<file path="config.mk">
export PLATFORM = sky130hd
export DESIGN_NAME = decode_flat
export DESIGN_NICKNAME = d
export VERILOG_FILES = /design/src/rtl/mips_pkg.sv /design/src/rtl/decode_if.sv /design/src/rtl/decode_regfile.sv /design/src/rtl/decode.sv /design/src/flat_wrapper.sv
export SDC_FILE = /design/constraint.sdc
export NUM_CORES = 2
export LEC_CHECK = 0
export ABC_AREA = 0
export BUFFER_PORTS_ARGS = -buffer_cell sky130_fd_sc_hd__buf_4
export CORE_UTILIZATION = 35
export CTS_CLUSTER_DIAMETER = 60
export CTS_CLUSTER_SIZE = 25
export DETAILED_ROUTE_END_ITERATION = 10
export PLACE_DENSITY = 0.59
export RECOVER_POWER = 25
export SLEW_MARGIN = 20
export SYNTH_ARGS = -nofsm -noshare
export SYNTH_HDL_FRONTEND = slang
export SYNTH_SLANG_ARGS = --single-unit
</file>
<file path="constraint.sdc">
create_clock -name clk -period 50.1 [get_ports clk]
set_clock_uncertainty 0.05 [all_clocks]
set_input_delay 0 -clock clk [delete_from_list [all_inputs] [get_ports clk]]
set_output_delay 0 -clock clk [all_outputs]
set_load 0.05 [all_outputs]
</file>
<file path="src/rtl/mips_pkg.sv">
// rtl/mips_pkg.sv - shared MIPS opcode/funct constants, widths and decode helpers
package mips_pkg;

  localparam int XLEN    = 32;
  localparam int OP_W    = 6;
  localparam int FN_W    = 6;
  localparam int SHAMT_W = 5;

  typedef logic [XLEN-1:0] word_t;
  typedef logic [OP_W-1:0] opcode_t;
  typedef logic [FN_W-1:0] funct_t;

  localparam opcode_t OP_RTYPE = 6'h00;
  localparam opcode_t OP_J     = 6'h02;
  localparam opcode_t OP_JAL   = 6'h03;
  localparam opcode_t OP_BEQ   = 6'h04;
  localparam opcode_t OP_BNE   = 6'h05;
  localparam funct_t  FN_JR    = 6'h08;

  function automatic word_t sext16(input logic [15:0] imm);
    return {{16{imm[15]}}, imm};
  endfunction

endpackage

</file>
<file path="src/rtl/decode_if.sv">
// rtl/decode_if.sv - fetch/decode bundle: instruction in, next-PC selection out
interface decode_if;
  import mips_pkg::*;

  word_t instr_f;
  word_t pc_plus_4_f;
  logic  stall_d;
  logic  flush_d;
  logic  branch;
  logic  jump;
  logic  jump_reg;
  word_t branch_addr;
  word_t jump_addr;
  word_t jump_reg_addr;

  modport master (
    output instr_f, pc_plus_4_f, stall_d, flush_d,
    input  branch, jump, jump_reg, branch_addr, jump_addr, jump_reg_addr
  );

  modport slave (
    input  instr_f, pc_plus_4_f, stall_d, flush_d,
    output branch, jump, jump_reg, branch_addr, jump_addr, jump_reg_addr
  );
endinterface

</file>
<file path="src/rtl/decode_regfile.sv">
// rtl/decode_regfile.sv - 2-read/1-write register file, entry 0 hardwired to zero
// RF_WRITE_THROUGH_EN: forward the in-flight writeback to matching reads.
module regfile
  import mips_pkg::*;
#(
  parameter int RF_AW = 5
) (
  input  logic             clk,
  input  logic             reset,
  input  logic [RF_AW-1:0] ra1,
  input  logic [RF_AW-1:0] ra2,
  output word_t            rd1,
  output word_t            rd2,
  input  logic             we,
  input  logic [RF_AW-1:0] wa,
  input  word_t            wd
);

  logic [2**RF_AW-1:0][XLEN-1:0] regs;

  always_ff @(posedge clk or posedge reset) begin
    if (reset) begin
      regs <= '0;
    end else if (we && (wa != '0)) begin
      regs[wa] <= wd;
    end
  end

`ifdef RF_WRITE_THROUGH_EN
  logic wr_fwd;
  assign wr_fwd = we && (wa != '0) && !reset;
`endif

  always_comb begin
    rd1 = (ra1 == '0) ? '0 : regs[ra1];
    rd2 = (ra2 == '0) ? '0 : regs[ra2];
`ifdef RF_WRITE_THROUGH_EN
    if (wr_fwd && (wa == ra1)) rd1 = wd;
    if (wr_fwd && (wa == ra2)) rd2 = wd;
`endif
  end

endmodule

</file>
<file path="src/rtl/decode.sv">
// rtl/decode.sv - IF/ID register, field decode, branch compare and next-PC candidates
// Optional RF_WRITE_THROUGH_EN selects register-file write-through reads.
module decode
  import mips_pkg::*;
#(
  parameter int RF_AW = 5
) (
  input  logic             clk,
  input  logic             reset,
  decode_if.slave          fd,
  input  logic             reg_write_w,
  input  logic [RF_AW-1:0] write_reg_w,
  input  word_t            result_w,
  input  logic             forward_a_d,
  input  logic             forward_b_d,
  input  word_t            alu_out_m,
  output word_t            rd1_d,
  output word_t            rd2_d,
  output logic [RF_AW-1:0] rs_d,
  output logic [RF_AW-1:0] rt_d,
  output logic [RF_AW-1:0] rd_d,
  output logic [SHAMT_W-1:0] shamt_d,
  output opcode_t          op_d,
  output funct_t           funct_d,
  output word_t            sign_imm_d,
  output word_t            pc_plus_4_d
);

  word_t instr_d;
  word_t cmp_a;
  word_t cmp_b;

  always_ff @(posedge clk or posedge reset) begin
    if (reset) begin
      instr_d     <= '0;
      pc_plus_4_d <= '0;
    end else if (fd.flush_d) begin
      instr_d     <= '0;
      pc_plus_4_d <= '0;
    end else if (!fd.stall_d) begin
      instr_d     <= fd.instr_f;
      pc_plus_4_d <= fd.pc_plus_4_f;
    end
  end

  assign op_d       = instr_d[31:26];
  assign rs_d       = RF_AW'(instr_d[25:21]);
  assign rt_d       = RF_AW'(instr_d[20:16]);
  assign rd_d       = RF_AW'(instr_d[15:11]);
  assign shamt_d    = instr_d[10:6];
  assign funct_d    = instr_d[5:0];
  assign sign_imm_d = sext16(instr_d[15:0]);

  regfile #(.RF_AW(RF_AW)) u_regfile (
    .clk   (clk),
    .reset (reset),
    .ra1   (rs_d),
    .ra2   (rt_d),
    .rd1   (rd1_d),
    .rd2   (rd2_d),
    .we    (reg_write_w),
    .wa    (write_reg_w),
    .wd    (result_w)
  );

  // Forwarding is masked in reset so every output reads zero while it is held.
  assign cmp_a = (forward_a_d && !reset) ? alu_out_m : rd1_d;
  assign cmp_b = (forward_b_d && !reset) ? alu_out_m : rd2_d;

  assign fd.branch_addr   = pc_plus_4_d + {sign_imm_d[29:0], 2'b00};
  assign fd.jump_addr     = {pc_plus_4_d[31:28], instr_d[25:0], 2'b00};
  assign fd.jump_reg_addr = cmp_a;

  assign fd.branch   = ((op_d == OP_BEQ) && (cmp_a == cmp_b)) ||
                       ((op_d == OP_BNE) && (cmp_a != cmp_b));
  assign fd.jump     = (op_d == OP_J) || (op_d == OP_JAL);
  assign fd.jump_reg = (op_d == OP_RTYPE) && (funct_d == FN_JR);

endmodule
</file>
<file path="src/flat_wrapper.sv">
// flat-port wrapper written by rule: the top's interface ports become plain ports
module decode_flat import mips_pkg::*;
#(
  parameter int RF_AW = 5
)
  (clk, reset, reg_write_w, write_reg_w, result_w, forward_a_d, forward_b_d, alu_out_m, rd1_d, rd2_d, rs_d, rt_d, rd_d, shamt_d, op_d, funct_d, sign_imm_d, pc_plus_4_d, fd_instr_f, fd_pc_plus_4_f, fd_stall_d, fd_flush_d, fd_branch, fd_jump, fd_jump_reg, fd_branch_addr, fd_jump_addr, fd_jump_reg_addr);
  decode_if fd_i ();
  input  logic clk;
  input  logic reset;
  input  logic reg_write_w;
  input  logic [RF_AW-1:0] write_reg_w;
  input  word_t result_w;
  input  logic forward_a_d;
  input  logic forward_b_d;
  input  word_t alu_out_m;
  output word_t rd1_d;
  output word_t rd2_d;
  output logic [RF_AW-1:0] rs_d;
  output logic [RF_AW-1:0] rt_d;
  output logic [RF_AW-1:0] rd_d;
  output logic [SHAMT_W-1:0] shamt_d;
  output opcode_t op_d;
  output funct_t funct_d;
  output word_t sign_imm_d;
  output word_t pc_plus_4_d;
  input wire logic [$bits(fd_i.instr_f)-1:0] fd_instr_f;
  input wire logic [$bits(fd_i.pc_plus_4_f)-1:0] fd_pc_plus_4_f;
  input wire logic [$bits(fd_i.stall_d)-1:0] fd_stall_d;
  input wire logic [$bits(fd_i.flush_d)-1:0] fd_flush_d;
  output wire logic [$bits(fd_i.branch)-1:0] fd_branch;
  output wire logic [$bits(fd_i.jump)-1:0] fd_jump;
  output wire logic [$bits(fd_i.jump_reg)-1:0] fd_jump_reg;
  output wire logic [$bits(fd_i.branch_addr)-1:0] fd_branch_addr;
  output wire logic [$bits(fd_i.jump_addr)-1:0] fd_jump_addr;
  output wire logic [$bits(fd_i.jump_reg_addr)-1:0] fd_jump_reg_addr;
  assign fd_i.instr_f = fd_instr_f;
  assign fd_i.pc_plus_4_f = fd_pc_plus_4_f;
  assign fd_i.stall_d = fd_stall_d;
  assign fd_i.flush_d = fd_flush_d;
  assign fd_branch = fd_i.branch;
  assign fd_jump = fd_i.jump;
  assign fd_jump_reg = fd_i.jump_reg;
  assign fd_branch_addr = fd_i.branch_addr;
  assign fd_jump_addr = fd_i.jump_addr;
  assign fd_jump_reg_addr = fd_i.jump_reg_addr;
  decode #(.RF_AW(RF_AW)) u_core (.clk(clk), .reset(reset), .fd(fd_i), .reg_write_w(reg_write_w), .write_reg_w(write_reg_w), .result_w(result_w), .forward_a_d(forward_a_d), .forward_b_d(forward_b_d), .alu_out_m(alu_out_m), .rd1_d(rd1_d), .rd2_d(rd2_d), .rs_d(rs_d), .rt_d(rt_d), .rd_d(rd_d), .shamt_d(shamt_d), .op_d(op_d), .funct_d(funct_d), .sign_imm_d(sign_imm_d), .pc_plus_4_d(pc_plus_4_d));
endmodule
</file>
# == After elaboration in Yosys (flattened, before gate mapping) ==
# Index checks and enable logic that the tools add are counted.
# classes
n_eq_ne,8
reduce_logical,14
n_lt_le_gt_ge,4
mux,15
add_sub_neg,1
# op_table
op,n
$bwmux W1024,1
$mux W32,11
$bmux W32 S5,2
$demux W32 S5,1
$add A32 B32 Y32,1
$eq A32 B32 Y1,1
$ne A32 B32 Y1,1
$lt A5 B6 Y1 const B,3
$eq A6 B2 Y1 const B,2
$eq A6 B3 Y1 const B,2
$logic_not A5 Y1,2
$logic_and A1 B1 Y1,7
$eq A6 B4 Y1 const B,1
$logic_not A6 Y1,1
$ge A5 B1 Y1 const B,1
$reduce_bool A5 Y1,1
$logic_or A1 B1 Y1,2
$ne A2 B1 Y1 const B,1
$logic_not A1 Y1,1
# word_totals
register_bits,1088
output_inout_bits,259

# == Depth between registers and ports, before layout ==
# depth
depth_word,7
depth_mapped,19
ltp_nobuf,13

# == By module ==
# A second synthesis with hierarchy kept.
# unflattened
cells_unflattened,4330
area_unflattened_um2,60583.1
# by_module_without_submodules
module,instances,area_per_inst_um2,cells_each,seq_area_each_um2
regfile,1,54299.6,3630,25624.6
decode,1,6283.5,700,1601.5

# == Worst setup path before layout ==
# No wires, ideal clock.
# synth_path
path_kind,input port to output port
from,in reset
to,out fd_branch
arrival_ns,30.409
path_slack_ns,19.641
stages,10
path_buffers,0
path_cell_list,inv_1 -> nand2_1 -> mux2_2 -> xnor2_1 -> a2111oi_2 -> nand2_1 -> or4_1 -> nor4_1 -> nand3_1 -> mux2i_1
# synth_via
elab_chain_cells,6
word_cells_on_any_way,10
cone_classes,2 x eq/ne; 2 x mux; 6 x reduce/logical
# synth_rtl
element,line,source
start: declaration,flat_wrapper.sv:9,input logic reset;
$logic_not A1 Y1 (no source line) (*),-,
$logic_and A1 B1 Y1 (*),decode.sv:67,assign cmp_a = (forward_a_d && !reset) ? alu_out_m : rd1_d;
$mux W32 (*),decode.sv:67,
net fd_jump_reg_addr[18],flat_wrapper.sv:35,output wire logic [$bits(fd_i.jump_reg_addr)-1:0] fd_jump_reg_addr;
$eq A32 B32 Y1 or $ne A32 B32 Y1 (tied branches),"decode.sv:74, decode.sv:75",
"$logic_and A1 B1 Y1, on equally long branches","decode.sv:74, decode.sv:75",
$logic_or A1 B1 Y1 (*),decode.sv:74,assign fd.branch = ((op_d == OP_BEQ) && (cmp_a == cmp_b)) ||
end: declaration,flat_wrapper.sv:30,output wire logic [$bits(fd_i.branch)-1:0] fd_branch;
# The timed path passes the listed nets; every way through them passes the cells marked *.

# == Worst setup path in the final report ==
# layout_path
from,in reset
to,out fd_branch
# layout_via
elab_chain_cells,6
word_cells_on_any_way,10
cone_classes,2 x eq/ne; 2 x mux; 6 x reduce/logical
# layout_rtl
element,line
$logic_not A1 Y1 (no source line) (*),-
"$logic_and A1 B1 Y1, on equally long branches","decode.sv:67, decode.sv:68"
"$mux W32, on equally long branches","decode.sv:67, decode.sv:68"
$eq A32 B32 Y1 or $ne A32 B32 Y1 (tied branches),"decode.sv:74, decode.sv:75"
"$logic_and A1 B1 Y1, on equally long branches","decode.sv:74, decode.sv:75"
$logic_or A1 B1 Y1 (*),decode.sv:74
# Mark *: on every way between the ends. The rest lies on a longest branch, timed or not.

==> metrics.md <==
| Metric | Value |
|---|---|
| Result of the run | finished with violations |
| Violated checks | max-capacitance violations, max-slew violations |
| Placed instance count | 6384 |
| Final weighted congestion in routability-driven placement | 0.862 |
| Number of port buffers | 396 |
| Layout cell share with drive strength beyond 1 | 47.0% |
| Via count of the first global-routing pass | 41900 |
| Count of nets left with antenna violations after detail routing | 0 |
| Die Width | 416 um |
| Post-Route Setup TNS | 0 ns |
| Number of hold-slack violations in the final timing report | 0 |
| Starting utilization of the core area | 35.4% |
| Path length in cells of the critical path | 15 |
| Routed wire length | 221 mm |
| Number of gates given a new drive strength after cts | 0 |
| Critical path startpoint | reset |
| Sequential area share after synthesis | 45.3% |
| Post-detailed-route wirelength per cell | 32.3 um |
| Total net switching power | 0.863 mW |
| Capturing instance or port of the critical path | fd_branch |
| DR pass1 iterations | 7 |
| Average via count per standard cell | 6.02 |
| Overall track demand over capacity in global routing | 25.3% |
| Layout filler cell count | 15600 |
| Critical path class | in2out |
| Worst Reg-to-Reg Cells | 4 |
| Layout area overhead | 17.1% |
| Clock latency on the worst-skew pair | 0.74 ns |
| Timing-limited maximum frequency | 83.9 MHz |
| CTS tree | yes |
| Element type at the critical path start | input pin |
| TritonCTS Sinks | 1088 |
| Final net count | 4707 |
| Sequential power share | 42.7% |
| Pin slew with the least headroom to its limit | 5.77 ns |
| Area of the core | 170000 sq um |
| # DRC | 0 |
| Count of distinct cell types in the synthesized netlist | 77 |
| Crit-path leading delay family | buffers and inverters |
| Area share of xor/xnor cells in the synthesized design | 1.14% |
| Fin Hold WS | 0.229 ns |
| Switching part of the total | 31.7% |
| Number of enable flip-flop cells after synthesis | 0 |
| Maximum fanout along the worst path | 125 |
| Fraction of the mapped netlist area in compound gates | 4.31% |
| Adder-cell share of the synthesized area | 0.637% |
| Combinational family with the most area after synthesis | multiplexers |
| Max cap viols | 17 |
| Final non-filler cell total | 6852 |
| Number of buffers and inverters on the critical path | 6 |
| DIE HEIGHT | 416 um |
| Fraction of the mapped netlist area in simple logic gates | 2.78% |
| Setup fix buffers added after clock tree synthesis | 0 |
| Part of the power in the clock network | 32.9% |
| DRT iter0 DRCs | 4089 |
| Slew Limit Fails | 560 |
| Inserted Clock Buffers | 109 |
| Via count | 41300 |
| Peak ir drop on the vdd network | 28.0 uV |
| Number of warnings issued by yosys | 0 |
| RR Startpoint | u_core.instr_d[17] |
| Worst hold-check path type | in2reg |
| Clock Pin Slew Worst Setup and Hold Paths | 0.08 ns |
| Total gr overflow | 0 |
| Highest-delay cell along the critical path | clkinvlp_2 |
| Required arrival time at the worst endpoint | 50.05 ns |
| Power, Total | 2.72 mW |
| Area of the die | 173000 sq um |
| Top Ports | 399 |
| Relative slew slack | -285% |
| Share of flip-flops with an asynchronous set or reset after synthesis | 100% |
| Post-synth design cell area | 60100 sq um |
| Wire length of the first global-routing pass | 316 mm |
| Worst reg-to-reg setup slack | 46.94 ns |
| Internal power | 1.86 mW |
| Critical path's largest stage delay | 4.21 ns |
| Period utilization | 23.8% |
| Seq cells post-synth | 1088 |
| Average cell area after synthesis | 14.5 sq um |
| Leakage power | 30.1 nW |
| Multiplexer share of the synthesized area | 41.5% |
| Half-perimeter wire length after placement | 133 mm |
| # rows | 151 |
| Cells traversed along the worst timing path | dlygate4sd3_1 > clkbuf_1 > dlygate4sd3_1 > clkinvlp_2 > nand2_2 > buf_4 > mux2_2 > xnor2_1 > a2111oi_2 > nand2_1 > or4_1 > nor4_1 > nand3_1 > mux2i_1 > buf_4 |
| Number of buffers on the longest clock path | 3 |
| Setup repair after global routing missed its margin | false |
| Power per Cell Area | 38.6 nW/um^2 |
| CTS H-tree depth | 3 |
| Capturing point of the worst reg2reg path | u_core.instr_d[17] |
| Setup violation total in the final timing report | 0 |
| Arrival time reported for the critical path endpoint | 11.87 ns |
| Post-synth top flop | dfrtp_1 |
| Relative contribution of combinational cells to total power | 24.4% |
| Antenna violations before repair | 8 |
| Endpoint type of the worst setup path | output pin |
| Syn Inst Count | 4154 |
| Cell at the root of the clock tree | clkbuf_16 |
| Final critical path time including I/O delays and setup | 11.92 ns |
| Maximum number of pins on one net before global-route repair | 163 |
-- worst min path at each step --
| stage | startpoint | end | slack, ns | cells past startpoint |
|---|---|---|---|---|
| global route | result_w[28] | u_core.u_regfile.regs[92] | 0.26 | 3 |
| floorplan | result_w[31] | u_core.u_regfile.regs[415] | 0.10 | 1 |
| detailed placement | fd_instr_f[7] | u_core.instr_d[7] | 0.20 | 3 |
| finish | result_w[25] | u_core.u_regfile.regs[537] | 0.23 | 3 |
| global placement | fd_instr_f[2] | u_core.instr_d[2] | 0.19 | 3 |
| CTS | result_w[25] | u_core.u_regfile.regs[537] | 0.19 | 3 |
-- per-stage QoR --
stage	setup WS, ns	util (%)	instance area, sq um
after floorplan	19.40	-	60100
after global placement	43.11	37.9	64400
after detailed placement	43.15	37.9	64400
after CTS	42.34	41.8	70900
after global routing	36.63	41.4	70400
final	38.18	41.4	70400
-- placed cells by master, fill, tap and decap left out, drive strengths merged, types with 71 or more instances in the layout --
cell type       n
nand2         125
mux4          529
inv            71
dfrtp        1088
nor2          133
mux2i         152
buf           376
clkbuf        246
dlygate4sd3   259
mux2         1019
-- repair_timing --
action,in CTS,in global routing
endpoints found under the setup margin,0,0
hold endpoints to repair,1178,0
hold buffers,259,0
-- metal layers --
metal	up-vias	track usage [%]	share of wire (%)
met5	-	0	0.025
met3	490	4.56	7.3
met2	1893	40.2	47
met4	8	12.7	5.6
met1	22200	33.2	40
li1	16600	-	-
-- tightest hold or removal path: stages --
cell,delay [ns]
dlygate4sd3_1,0.53
buf_4,0.29
mux2_2,0.21
-- registers in the layout (all words and copies together), names as in the netlist --
signal and flops:
u_core.pc_plus_4_d 32, u_core.instr_d 32, u_core.u_regfile.regs 1024
-- power by group through the flow --
| stage | combinational (mW) | clock (mW) | sequential (mW) |
|---|---|---|---|
| after floorplan | 0.483 | 0 | 1.14 |
| after global placement | 0.636 | 0 | 1.16 |
| after detailed placement | 0.646 | 0 | 1.17 |
| after CTS | 0.666 | 0.910 | 1.16 |
| after global routing | 0.698 | 0.946 | 1.18 |
| final | 0.662 | 0.895 | 1.16 |
-- kinds of logic (layout without fill, tap and decap cells) --
kind of cell,count (synthesis),in the layout
other,1,4
AOI/OAI and AO/OA,361,361
adders and majority gates,30,30
xor gates and xnor gates,78,78
muxes,1700,1700
DFF,1088,1088
and+or+nand+nor,371,371
buffers and inverters,525,1002
-- final cells by class --
type	count	area, sq um	area share, %
multi-input cells	2542	30400	43.2
flip-flops and latches	1088	27200	38.7
repair buffers	762	5970	8.48
clock buffers	119	2830	4.02
well taps	2218	2780	3.94
clock inverters	87	1050	1.49
inverters	34	130	0.185
diodes	2	5.00	0.00711
-- cell usage after synthesis (30+ instances only) --
master / instances / area (sq um)
a21oi_1: 58 / 290
a22oi_1: 49 / 368
buf_1: 62 / 233
buf_2: 53 / 265
buf_4: 99 / 743
clkbuf_1: 250 / 938
dfrtp_1: 1088 / 27200
inv_1: 30 / 113
mux2_2: 1015 / 11400
mux2i_1: 152 / 1520
mux4_2: 529 / 11900
nand2_1: 125 / 469
nor2_1: 133 / 499
o21ai_0: 32 / 160
xnor2_1: 43 / 377
xor2_1: 35 / 307
Note: power is estimated with default switching activity, not from simulation.
